File: src/rtl/fixed3_reflect_pkg.sv
// Shared fixed-point definitions for the vector pipeline.
//   Fixed     : signed Q16.16 scalar
//   Fixed3    : packed vector of three Fixed, index 0 = x, 1 = y, 2 = z
//   sat_fixed : clamps a wide signed value into the Fixed range
package fixed3_reflect_pkg;

  localparam int FIXED_WIDTH = 32;
  localparam int FRAC_BITS   = 16;
  localparam int ACC_WIDTH   = FIXED_WIDTH + 3;
  localparam int PROD_WIDTH  = FIXED_WIDTH + ACC_WIDTH - FRAC_BITS;
  localparam int WIDE_WIDTH  = 64;

  typedef logic signed [FIXED_WIDTH-1:0] Fixed;
  typedef Fixed [2:0] Fixed3;

  localparam Fixed FIXED_ONE = 32'sh0001_0000;

  localparam logic signed [WIDE_WIDTH-1:0] FIXED_MAX_W = 64'sh0000_0000_7FFF_FFFF;
  localparam logic signed [WIDE_WIDTH-1:0] FIXED_MIN_W = 64'shFFFF_FFFF_8000_0000;

  function automatic Fixed sat_fixed(input logic signed [WIDE_WIDTH-1:0] v);
    Fixed res;
    if (v > FIXED_MAX_W)      res = 32'sh7FFF_FFFF;
    else if (v < FIXED_MIN_W) res = 32'sh8000_0000;
    else                      res = v[FIXED_WIDTH-1:0];
    return res;
  endfunction

endpackage

File: src/rtl/fixed3_reflect_mul.sv
// fixed_mul_shift: combinational signed multiply followed by an arithmetic
// right shift of FRAC_BITS (floor).
//   a : Fixed operand
//   b : ACC_WIDTH-bit signed operand
//   p : (a*b)>>>FRAC_BITS, full PROD_WIDTH precision
module fixed_mul_shift
  import fixed3_reflect_pkg::*;
(
  input  Fixed                         a,
  input  logic signed [ACC_WIDTH-1:0]  b,
  output logic signed [PROD_WIDTH-1:0] p
);

  localparam int FULL_WIDTH = FIXED_WIDTH + ACC_WIDTH;

  logic signed [FULL_WIDTH-1:0] prod;

  always_comb begin
    prod = FULL_WIDTH'(a) * FULL_WIDTH'(b);
    p    = PROD_WIDTH'(prod >>> FRAC_BITS);
  end

endmodule

File: src/rtl/fixed3_reflect.sv
// fixed3_reflect: reflects direction d about unit normal n,
// r = d - 2(d.n)n, using one shared multiplier over seven cycles.
//   clk, reset : clock and synchronous active-high reset
//   strobe     : start request, taken only when idle
//   d, n       : incident direction and surface normal (Fixed3)
//   busy       : operation in progress
//   valid      : one-cycle pulse when r and dot are updated
//   r, dot     : reflected vector and d.n (saturated)
module fixed3_reflect
  import fixed3_reflect_pkg::*;
#(
  parameter int SATURATE = 1
) (
  input  logic  clk,
  input  logic  reset,
  input  logic  strobe,
  input  Fixed3 d,
  input  Fixed3 n,
  output logic  busy,
  output logic  valid,
  output Fixed3 r,
  output Fixed  dot
);

  localparam int DIFF_WIDTH = PROD_WIDTH + 1;

  typedef enum logic [2:0] {
    IDLE, DOT0, DOT1, DOT2, SC0, SC1, SC2
  } state_t;

  state_t                      state_q, state_d;
  Fixed3                       d_q, d_d, n_q, n_d;
  logic signed [ACC_WIDTH-1:0] acc_q, acc_d, k_q, k_d;
  Fixed                        dot_pend_q, dot_pend_d;
  Fixed3                       r_pend_q, r_pend_d;
  Fixed3                       r_q, r_d;
  Fixed                        dot_q, dot_d;
  logic                        valid_q, valid_d;

  logic [1:0]                   idx;
  logic                         is_dot;
  Fixed                         mul_a;
  logic signed [ACC_WIDTH-1:0]  mul_b;
  logic signed [PROD_WIDTH-1:0] prod;
  logic signed [ACC_WIDTH-1:0]  acc_sum;
  logic signed [DIFF_WIDTH-1:0] diff;
  Fixed                         r_i;

  // Component select and multiplier operand steering.
  always_comb begin
    idx    = 2'd0;
    is_dot = 1'b0;
    case (state_q)
      DOT0: begin idx = 2'd0; is_dot = 1'b1; end
      DOT1: begin idx = 2'd1; is_dot = 1'b1; end
      DOT2: begin idx = 2'd2; is_dot = 1'b1; end
      SC0:  idx = 2'd0;
      SC1:  idx = 2'd1;
      SC2:  idx = 2'd2;
      default: idx = 2'd0;
    endcase
    mul_a = n_q[idx];
    mul_b = is_dot ? {{(ACC_WIDTH-FIXED_WIDTH){d_q[idx][FIXED_WIDTH-1]}}, d_q[idx]} : k_q;
  end

  fixed_mul_shift u_mul (
    .a (mul_a),
    .b (mul_b),
    .p (prod)
  );

  always_comb begin
    // The accumulator keeps only its own width of each partial product.
    acc_sum = acc_q + prod[ACC_WIDTH-1:0];
    diff    = {{(DIFF_WIDTH-FIXED_WIDTH){d_q[idx][FIXED_WIDTH-1]}}, d_q[idx]}
            - {prod[PROD_WIDTH-1], prod};
    if (SATURATE != 0)
      r_i = sat_fixed({{(WIDE_WIDTH-DIFF_WIDTH){diff[DIFF_WIDTH-1]}}, diff});
    else
      r_i = diff[FIXED_WIDTH-1:0];
  end

  always_comb begin
    state_d    = state_q;
    d_d        = d_q;
    n_d        = n_q;
    acc_d      = acc_q;
    k_d        = k_q;
    dot_pend_d = dot_pend_q;
    r_pend_d   = r_pend_q;
    r_d        = r_q;
    dot_d      = dot_q;
    valid_d    = 1'b0;
    case (state_q)
      IDLE: begin
        if (strobe) begin
          d_d     = d;
          n_d     = n;
          acc_d   = '0;
          k_d     = '0;
          state_d = DOT0;
        end
      end
      DOT0: begin acc_d = acc_sum; state_d = DOT1; end
      DOT1: begin acc_d = acc_sum; state_d = DOT2; end
      DOT2: begin
        acc_d      = acc_sum;
        k_d        = acc_sum <<< 1;
        dot_pend_d = sat_fixed({{(WIDE_WIDTH-ACC_WIDTH){acc_sum[ACC_WIDTH-1]}}, acc_sum});
        state_d    = SC0;
      end
      SC0: begin r_pend_d[0] = r_i; state_d = SC1; end
      SC1: begin r_pend_d[1] = r_i; state_d = SC2; end
      SC2: begin
        // Outputs change together so r and dot stay coherent between pulses.
        r_d     = {r_i, r_pend_q[1], r_pend_q[0]};
        dot_d   = dot_pend_q;
        valid_d = 1'b1;
        state_d = IDLE;
      end
      default: state_d = IDLE;
    endcase
  end

  always_ff @(posedge clk) begin
    if (reset) begin
      state_q    <= IDLE;
      d_q        <= '0;
      n_q        <= '0;
      acc_q      <= '0;
      k_q        <= '0;
      dot_pend_q <= '0;
      r_pend_q   <= '0;
      r_q        <= '0;
      dot_q      <= '0;
      valid_q    <= 1'b0;
    end else begin
      state_q    <= state_d;
      d_q        <= d_d;
      n_q        <= n_d;
      acc_q      <= acc_d;
      k_q        <= k_d;
      dot_pend_q <= dot_pend_d;
      r_pend_q   <= r_pend_d;
      r_q        <= r_d;
      dot_q      <= dot_d;
      valid_q    <= valid_d;
    end
  end

  assign busy  = (state_q != IDLE);
  assign valid = valid_q;
  assign r     = r_q;
  assign dot   = dot_q;

endmodule

File: config.mk
export PLATFORM = sky130hd
export DESIGN_NAME = fixed3_reflect
export DESIGN_NICKNAME = d
export VERILOG_FILES = /design/src/rtl/fixed3_reflect_pkg.sv /design/src/rtl/fixed3_reflect_mul.sv /design/src/rtl/fixed3_reflect.sv
export SDC_FILE = /design/constraint.sdc
export NUM_CORES = 2
export LEC_CHECK = 0
export ABC_CLOCK_PERIOD_IN_PS = 15100
export BUFFER_PORTS_ARGS = -buffer_cell sky130_fd_sc_hd__clkbuf_2
export CAP_MARGIN = 0
export CORE_ASPECT_RATIO = 0.75
export CORE_MARGIN = 8
export CORE_UTILIZATION = 49
export DETAILED_ROUTE_END_ITERATION = 10
export MAX_ROUTING_LAYER = met4
export PLACE_DENSITY_LB_ADDON = 0.1
export SYNTH_ARGS = -nofsm -noshare
export SYNTH_HDL_FRONTEND = slang
export SYNTH_HIERARCHICAL = 1
export SYNTH_SLANG_ARGS = --single-unit
File: constraint.sdc
create_clock -name clk -period 15.1 [get_ports clk]
set_input_delay 0 -clock clk [delete_from_list [all_inputs] [get_ports clk]]
set_output_delay 0 -clock clk [all_outputs]
set_load 0.05 [all_outputs]
; ---- Yosys cells after proc, flatten, opt, wreduce, memory -nomap -nowiden
; Index checks and enable logic that the tools add are counted.
[classes]
order_cmp = 5
bitwise = 0
n_div = 0
add_sub_neg = 2
multipliers = 1
muxes = 17
n_eq_ne = 7
reduce_logical = 10
n_shift = 0
[ops]
columns = operator, count
row1 = 32-bit 2-to-1 mux, 6
row2 = 35-bit case mux with 2 select lines, 2
row3 = 32-bit binary-select mux with 2-bit select, 2
row4 = 35-bit 2-to-1 mux, 2
row5 = 32-bit by 35-bit multiplier with 67-bit output, 1
row6 = 52-bit by 32-bit greater-than comparator with 1-bit output (second input constant), 1
row7 = 52-bit by 32-bit < comparator with 1-bit output (second input constant), 1
row8 = 32-bit by 51-bit subtractor with 52-bit output, 1
row9 = 35-bit adder, 1
row10 = 35-bit by 32-bit greater-than comparator with 1-bit output (second input constant), 1
row11 = 35-bit by 32-bit < comparator with 1-bit output (second input constant), 1
row12 = 3-bit case mux with 6 select lines, 1
row13 = 3-bit == test (second input constant), 3
row14 = 3-bit by 2-bit == test with 1-bit output (second input constant), 2
row15 = 2-bit AND reduction, 3
row16 = 2-bit case mux with 2 select lines, 1
row17 = 2-bit nonzero test, 2
row18 = 2-bit OR reduction, 2
row19 = 3-bit by 1-bit == test with 1-bit output (second input constant), 1
row20 = 3-bit logical NOT, 1
row21 = 2-bit by 3-bit < comparator with 1-bit output (second input constant), 1
row22 = 3-bit 2-to-1 mux, 1
row23 = 3-bit nonzero test, 1
row24 = 3-bit OR reduction, 1
row25 = 2 further kinds, 3
[word_totals]
in_bits = 195
elab_cells = 59
output_inout_bits = 130
mem_bits_ro = 0
memories = 0
latch_bits = 0
ram_bits = 0
reg_bits = 490

; ---- Depth between registers and ports, before layout
[depth]
ltp_word = 11
mapped_depth = 56

; ---- Cells and area by module
; The synthesis kept the hierarchy.
[by_module_without_submodules]
columns = mod, cells_per_inst, n_inst, area_each_um2, seq_area_each_um2
row1 = fixed_mul_shift, 4189, 1, 38916.1, 0.0
row2 = fixed3_reflect, 3301, 1, 24673.7, 9789.4

; ---- Worst setup path after synthesis
; OpenSTA, ideal clock, no wires.
[synth_path]
kind = flip-flop to flip-flop
start = register state_q[1]
end = register r_pend_q[2] (netlist name)
stages_incl_launch_ff = 50
setup_ns = 0.127
arrival_ns = 13.187
t_required_ns = 14.973
slack_ns = 1.786
path_cell_list = dfxtp_1 inv_1 and3_1 clkbuf_1 nor2_1 mux2i_1 o21ai_0 and2_1 a21o_1 clkbuf_1 nand2_1 inv_1 fa_1 inv_1 fa_1 inv_1 fa_1 fa_1 [... 14 more ...] a2111oi_0 o31ai_1 o211ai_1 xnor2_1 inv_1 ha_1 clkbuf_1 a21o_1 a21o_1 a221o_1 a31o_2 o41ai_1 o22ai_1 nor4_2 a31oi_2 nor2b_4 buf_6 a21oi_1
[synth_via]
elab_chain_cells = 11
word_cells_on_any_way = 22
cone_classes = 1 x add/sub / 1 x mul / 2 x order compare / 6 x eq/ne / 9 x mux / 3 x reduce/logical
[synth_rtl]
columns = element, line
row1 = start: declaration, fixed3_reflect.sv:31  ; state_t state_q, state_d;
row2 = start signal: assignment, fixed3_reflect.sv:138  ; state_q <= state_d;
row3 = 3-bit by 2-bit == test with 1-bit output or 3-bit == test (tied branches), fixed3_reflect.sv:53  ; case (state_q)
row4 = 2-bit OR reduction (no source line), n/a
row5 = 2-bit case mux with 2 select lines, fixed3_reflect.sv:53
row6 = 32-bit binary-select mux with 2-bit select, fixed3_reflect.sv:63  ; mul_b = is_dot ? {{(ACC_WIDTH-FIXED_WIDTH){d_q[idx][FIXED_WIDTH-1]}}, d_q[idx]} : k_q;
row7 = 32-bit 2-to-1 mux (implied by the code), fixed3_reflect.sv:63
row8 = 35-bit 2-to-1 mux (*), fixed3_reflect.sv:63
row9 = named net mul_b[34], fixed3_reflect.sv:43  ; logic signed [ACC_WIDTH-1:0] mul_b;
row10 = 32-bit by 35-bit multiplier with 67-bit output (*), fixed3_reflect_mul.sv:19  ; prod = FULL_WIDTH'(a) * FULL_WIDTH'(b);
row11 = named net prod[47], fixed3_reflect.sv:44  ; logic signed [PROD_WIDTH-1:0] prod;
row12 = 32-bit by 51-bit subtractor with 52-bit output (*), fixed3_reflect.sv:76  ; - {prod[PROD_WIDTH-1], prod};
row13 = 52-bit by 32-bit < comparator with 1-bit output, fixed3_reflect_pkg.sv:24  ; else if (v < FIXED_MIN_W) res = 32'sh8000_0000;
row14 = 32-bit 2-to-1 mux, fixed3_reflect_pkg.sv:24
row15 = 32-bit 2-to-1 mux (*), fixed3_reflect_pkg.sv:23  ; if (v > FIXED_MAX_W) res = 32'sh7FFF_FFFF;
row16 = end signal: assignment, fixed3_reflect.sv:144  ; r_pend_q <= r_pend_d;
row17 = end: declaration, fixed3_reflect.sv:35  ; Fixed3 r_pend_q, r_pend_d;
; The timed path passes the listed nets; every way through them passes the cells marked *. The select of a mux whose other input is x is not followed.
; A chain may end at the register's enable or synchronous reset.

; ---- Final worst setup path
[layout_path]
start = register state_q[1]
end = register r_q, in the netlist r[68]
[layout_via]
elab_chain_cells = 11
word_cells_on_any_way = 21
cone_classes = 1 x add/sub / 1 x mul / 2 x order compare / 5 x eq/ne / 9 x mux / 3 x reduce/logical
[layout_rtl]
columns = element, line
row1 = 3-bit by 2-bit == test with 1-bit output or 3-bit == test (tied branches), fixed3_reflect.sv:53
row2 = 2-bit OR reduction (no source line), n/a
row3 = 2-bit case mux with 2 select lines, fixed3_reflect.sv:53
row4 = 32-bit binary-select mux with 2-bit select, fixed3_reflect.sv:63
row5 = 32-bit 2-to-1 mux (implied by the code), fixed3_reflect.sv:63
row6 = 35-bit 2-to-1 mux (*), fixed3_reflect.sv:63
row7 = named net mul_b[6], fixed3_reflect.sv:43
row8 = 32-bit by 35-bit multiplier with 67-bit output (*), fixed3_reflect_mul.sv:19
row9 = named net prod[31], fixed3_reflect.sv:44
row10 = 32-bit by 51-bit subtractor with 52-bit output (*), fixed3_reflect.sv:76
row11 = 52-bit by 32-bit < comparator with 1-bit output, fixed3_reflect_pkg.sv:24
row12 = 32-bit 2-to-1 mux, fixed3_reflect_pkg.sv:24
row13 = 32-bit 2-to-1 mux (*), fixed3_reflect_pkg.sv:23
row14 = end signal: assignment, fixed3_reflect.sv:145  ; r_q <= r_d;
row15 = end: declaration, fixed3_reflect.sv:36  ; Fixed3 r_q, r_d;
; Marked as above.

==> metrics.md <==
| Metric | Value |
|---|---|
| Clock transition at path regs | 60 ps |
| Final period util | a little over nine tenths |
| Final instance area | roughly 72000 um2 |
| Peak supply drop | 0.000124 V |
| Crit path largest cell delay | just under 600 ps |
| Sequential Power Share | 14.2% |
| Yosys cell types | 101 |
| Final setup vio count | 0 |
| Dpl cell area | ~67000 um2 |
| Via count | 52300 |
| Hold endpoint | n_q[41]$_SDFFE_PP0P_ |
| Relative slew slack | between 20 and 25% |
| Commonest cells in the netlist | nand2_1 (1491), fa_1 (1173), inv_1 (1124) |
| Hold_sp | n[41] |
| MaxCap Viol Count | 0 |
| Area leader, netlist | fa_1 |
| Most common cell in the netlist | nand2_1 |
| Remaining antenna violation count | 0 |
| Port-buffer cells | about 320 |
| Total Routing Usage GR | about 30% |
| H-tree levels | 2 |
| Post-DP HPWL | about 170 mm |
| Post-synth EDFFs | 0 |
| TritonRoute pass-1 iters | 7 |
| Crit path DAT | between 10000 and 15000 ps |
| Number of global-route vias before repair | roughly 54000 |
| First-pass GRT wire length | around 330 mm |
| Clk sinks | between 400 and 500 |
| Area share of the leading cell type in the synthesized netlist | approximately 37% |
| CTS tree | done |
| Num ports | 325 |
| Max Slew Vio Count | 0 |
| Final Hold Viols | 0 |
| Via density per instance | roughly 5.4 |
| Clk_lat worst skew | between 600 and 700 ps |
| Nets | roughly 9400 |
| Clock Path Buffers | 3 |
| Row count | 114 |
| Top FF cell, synth | dfxtp_1 |
| Synth top area cells | fa_1 (37%), dfxtp_1 (15%), nand2_1 (8.8%), inv_1 (6.6%), and2_1 (5.4%) |
| Post-CTS setup buffers | 0 |
| Most frequent cell on the critical path | fa_1 |
| Minimum clock period | roughly 14000 ps |
| Post-synth ARST share | 0% |
| Synth Warn # | 6 |
| Reg2reg start | state_q[1]$_SDFFE_PP0P_ |
| Pin count of the biggest net entering global routing | between 150 and 200 |
| CP Capture Type | flip-flop |
| Max Clock Freq | around 70 MHz |
| P&R area growth vs syn | 12.5% |
| R2r worst-path depth | 45 |
| Status | completed |
| Critical Path RT | 15620 ps |
| Worst-path fanout max | 53 |
| Mean Syn Cell Area | ~8.5 um2 |
| Worst setup SP type | flip-flop |
| Final GP Congestion | between 0.9 and 1 |
| Initial antenna violation count | 6 |
| Initial DRC Count | around 4600 |
| Die width | ~430 um |
| Setup TNS | 0 ps |
| Drc violations | 0 |
| Core region area | 129000 um2 |
| Leakage | 33.8 nW |
| CP max-delay cell | nand2_1 |
| Root Buffer Master | clkbuf_16 |
| Clock power frac | approximately 14% |
| Sw frac | between 50% and 60% |
| Synthesis-stage register bit count | 489 |
| Hold WC Path Type | in -> reg |
| P_int | between 4 and 5 mW |
| Unrepaired setup endpoints after global routing | false |
| Initial Utilization | slightly below 50% |
| Die extent in y | 328 um |
| PD cells | around 140 nW/um2 |
| Layout cell share with drive strength beyond 1 | ~9.7% |
| Final WL | a little over 200 mm |
| Routed len/inst | approximately 22 um |
| Worst slew pin tran | about 1200 ps |
| R2R Setup Slk | roughly 850 ps |
| Post-Syn Nets | 9129 |
| Comb pwr share | between 70% and 80% |
| Setup Crit Path Kind | reg -> reg |
| DIE AREA | ~140000 um2 |
| Hold Path Cell Cnt | 4 |
| R2R Path End | r[68]$_SDFFE_PP0P_ |
| Inserted Clock Buffers | 53 |
| NetSw | around 5.5 mW |
| Filler Cell Count | about 12000 |
| Clk_skew | between 50 and 60 ps |
| Global route overflow | 0 |
| Mapped Area | approximately 64000 um2 |
| Sequential share of the synthesized area | roughly 15% |
| Post-Syn Instances | between 7000 and 8000 |
-- sequential cells by signal (all words and copies together) (netlist names) --
signal      flops
n_q            96
r_pend_q       64
r              96
dot            32
acc_q          35
dot_pend_q     32
d_q            96
valid           1
state_q         3
k_q            34
-- cell families (layout without fill, tap and decap cells) --
family,count (synthesis),after routing,share of synthesized area (%)
flops,489,489,15.4
fa+ha+maj,1444,1444,42.3
compound gates,1233,1233,11.7
mux,38,38,0.604
other cells,0,4,0
simple gates,2553,2553,18.4
xor+xnor,131,131,1.82
buf+inv,1602,1965,9.81
-- layout make-up --
class / instances / area [um2] / share of cell area (%)
clock buffers: 73 / 1500 / 2.10
well taps: 1740 / 2180 / 3.04
multi-input cells: 5399 / 47900 / 67.0
repair buffers: 741 / 5480 / 7.66
flip-flops and latches: 489 / 9790 / 13.7
clock inverters: 27 / 449 / 0.628
inverters: 1124 / 4220 / 5.90
diodes: 4 / 10.0 / 0.0140
-- stage by stage --
step | hold WS, ps | worst slack [ps] | cells | power (mW) | utilization, %
2_1_floorplan | 136 | 1790 | 7490 | 6.18 | -
3_3_place_gp | 228 | 1170 | 9247 | 8.48 | 52.1
3_5_place_dp | 229 | 1130 | 9247 | 8.44 | 52.1
4_1_cts | 102 | 1090 | 9593 | 10.0 | 55.5
5_1_grt | 132 | 312 | 9596 | 10.8 | 55.5
6_report | 144 | 855 | 9597 | 10.1 | 55.5
-- repair_timing --
item / 4_1_cts / 5_1_grt
hold buffers: 246 / 0
resized for setup: 0 / 0
endpoints found under the hold margin: 276 / 0
-- worst max-delay path: cells and delay by family (launching register included) --
family | cells | cell delay, ps
adders and majority gates | 10 | 4960
and+or+nand+nor | 14 | 3990
AOI/OAI and AO/OA | 11 | 3090
buffers and inverters | 8 | 1350
DFF | 1 | 430
xor gates and xnor gates | 1 | 160
muxes | 1 | 120
-- layout by cell type (no fill, tap or decap), types with 17 or more instances in the layout --
| cell | n |
|---|---|
| ha_1 | 271 |
| a21o_1 | 82 |
| xor2_1 | 48 |
| xnor2_1 | 82 |
| a21oi_1 | 615 |
| dlygate4sd3_1 | 246 |
| a31oi_2 | 22 |
| clkbuf_16 | 53 |
| o211ai_1 | 23 |
| o21a_1 | 20 |
| nand2_1 | 1489 |
| a31oi_1 | 33 |
| mux2i_1 | 35 |
| nor3_1 | 37 |
| nand3_1 | 115 |
| o21ai_0 | 197 |
| fa_1 | 1173 |
| a21oi_2 | 41 |
| nor2_1 | 190 |
| o21bai_1 | 24 |
| dfxtp_1 | 489 |
| nand2b_1 | 17 |
| buf_4 | 163 |
| o21ai_2 | 30 |
| inv_1 | 1123 |
| and3_1 | 17 |
| and2_1 | 549 |
| nand4_1 | 47 |
| clkbuf_2 | 323 |
-- power by group through the flow --
stage                     clock network (mW)  registers [mW]  logic, mW
final                                   1.46            1.44       7.21
after global routing                    1.53            1.44       7.83
after CTS                               1.48            1.43       7.11
after detailed placement                   0            1.46       6.98
after global placement                     0            1.46       7.02
after floorplan                            0            1.44       4.74
-- per-layer routing --
metal	wire (um)	share of wire, %	vias to the layer above	global-route usage, %
li1	-	-	23900	-
met3	18800	9.1	239	6.74
met1	96700	47	26300	44.4
met5	0	0	-	-
met4	4570	2.2	0	6.07
met2	87000	42	1951	42.5
-- worst max-delay path by stage --
| stage | from | slack [ps] | depth (start not counted) | endpoint |
|---|---|---|---|---|
| 2_1_floorplan | state_q[1]$_SDFFE_PP0P_ | 1790 | 49 | r_pend_q[2]$_SDFFE_PP0N_ |
| 5_1_grt | state_q[1]$_SDFFE_PP0P_ | 310 | 45 | r[67]$_SDFFE_PP0P_ |
| 6_report | state_q[1]$_SDFFE_PP0P_ | 850 | 45 | r[68]$_SDFFE_PP0P_ |
| 3_5_place_dp | state_q[1]$_SDFFE_PP0P_ | 1130 | 46 | r[93]$_SDFFE_PP0P_ |
| 4_1_cts | state_q[1]$_SDFFE_PP0P_ | 1090 | 46 | r[67]$_SDFFE_PP0P_ |
| 3_3_place_gp | state_q[1]$_SDFFE_PP0P_ | 1170 | 42 | r[66]$_SDFFE_PP0P_ |
Power figures use the tool's default switching activity.
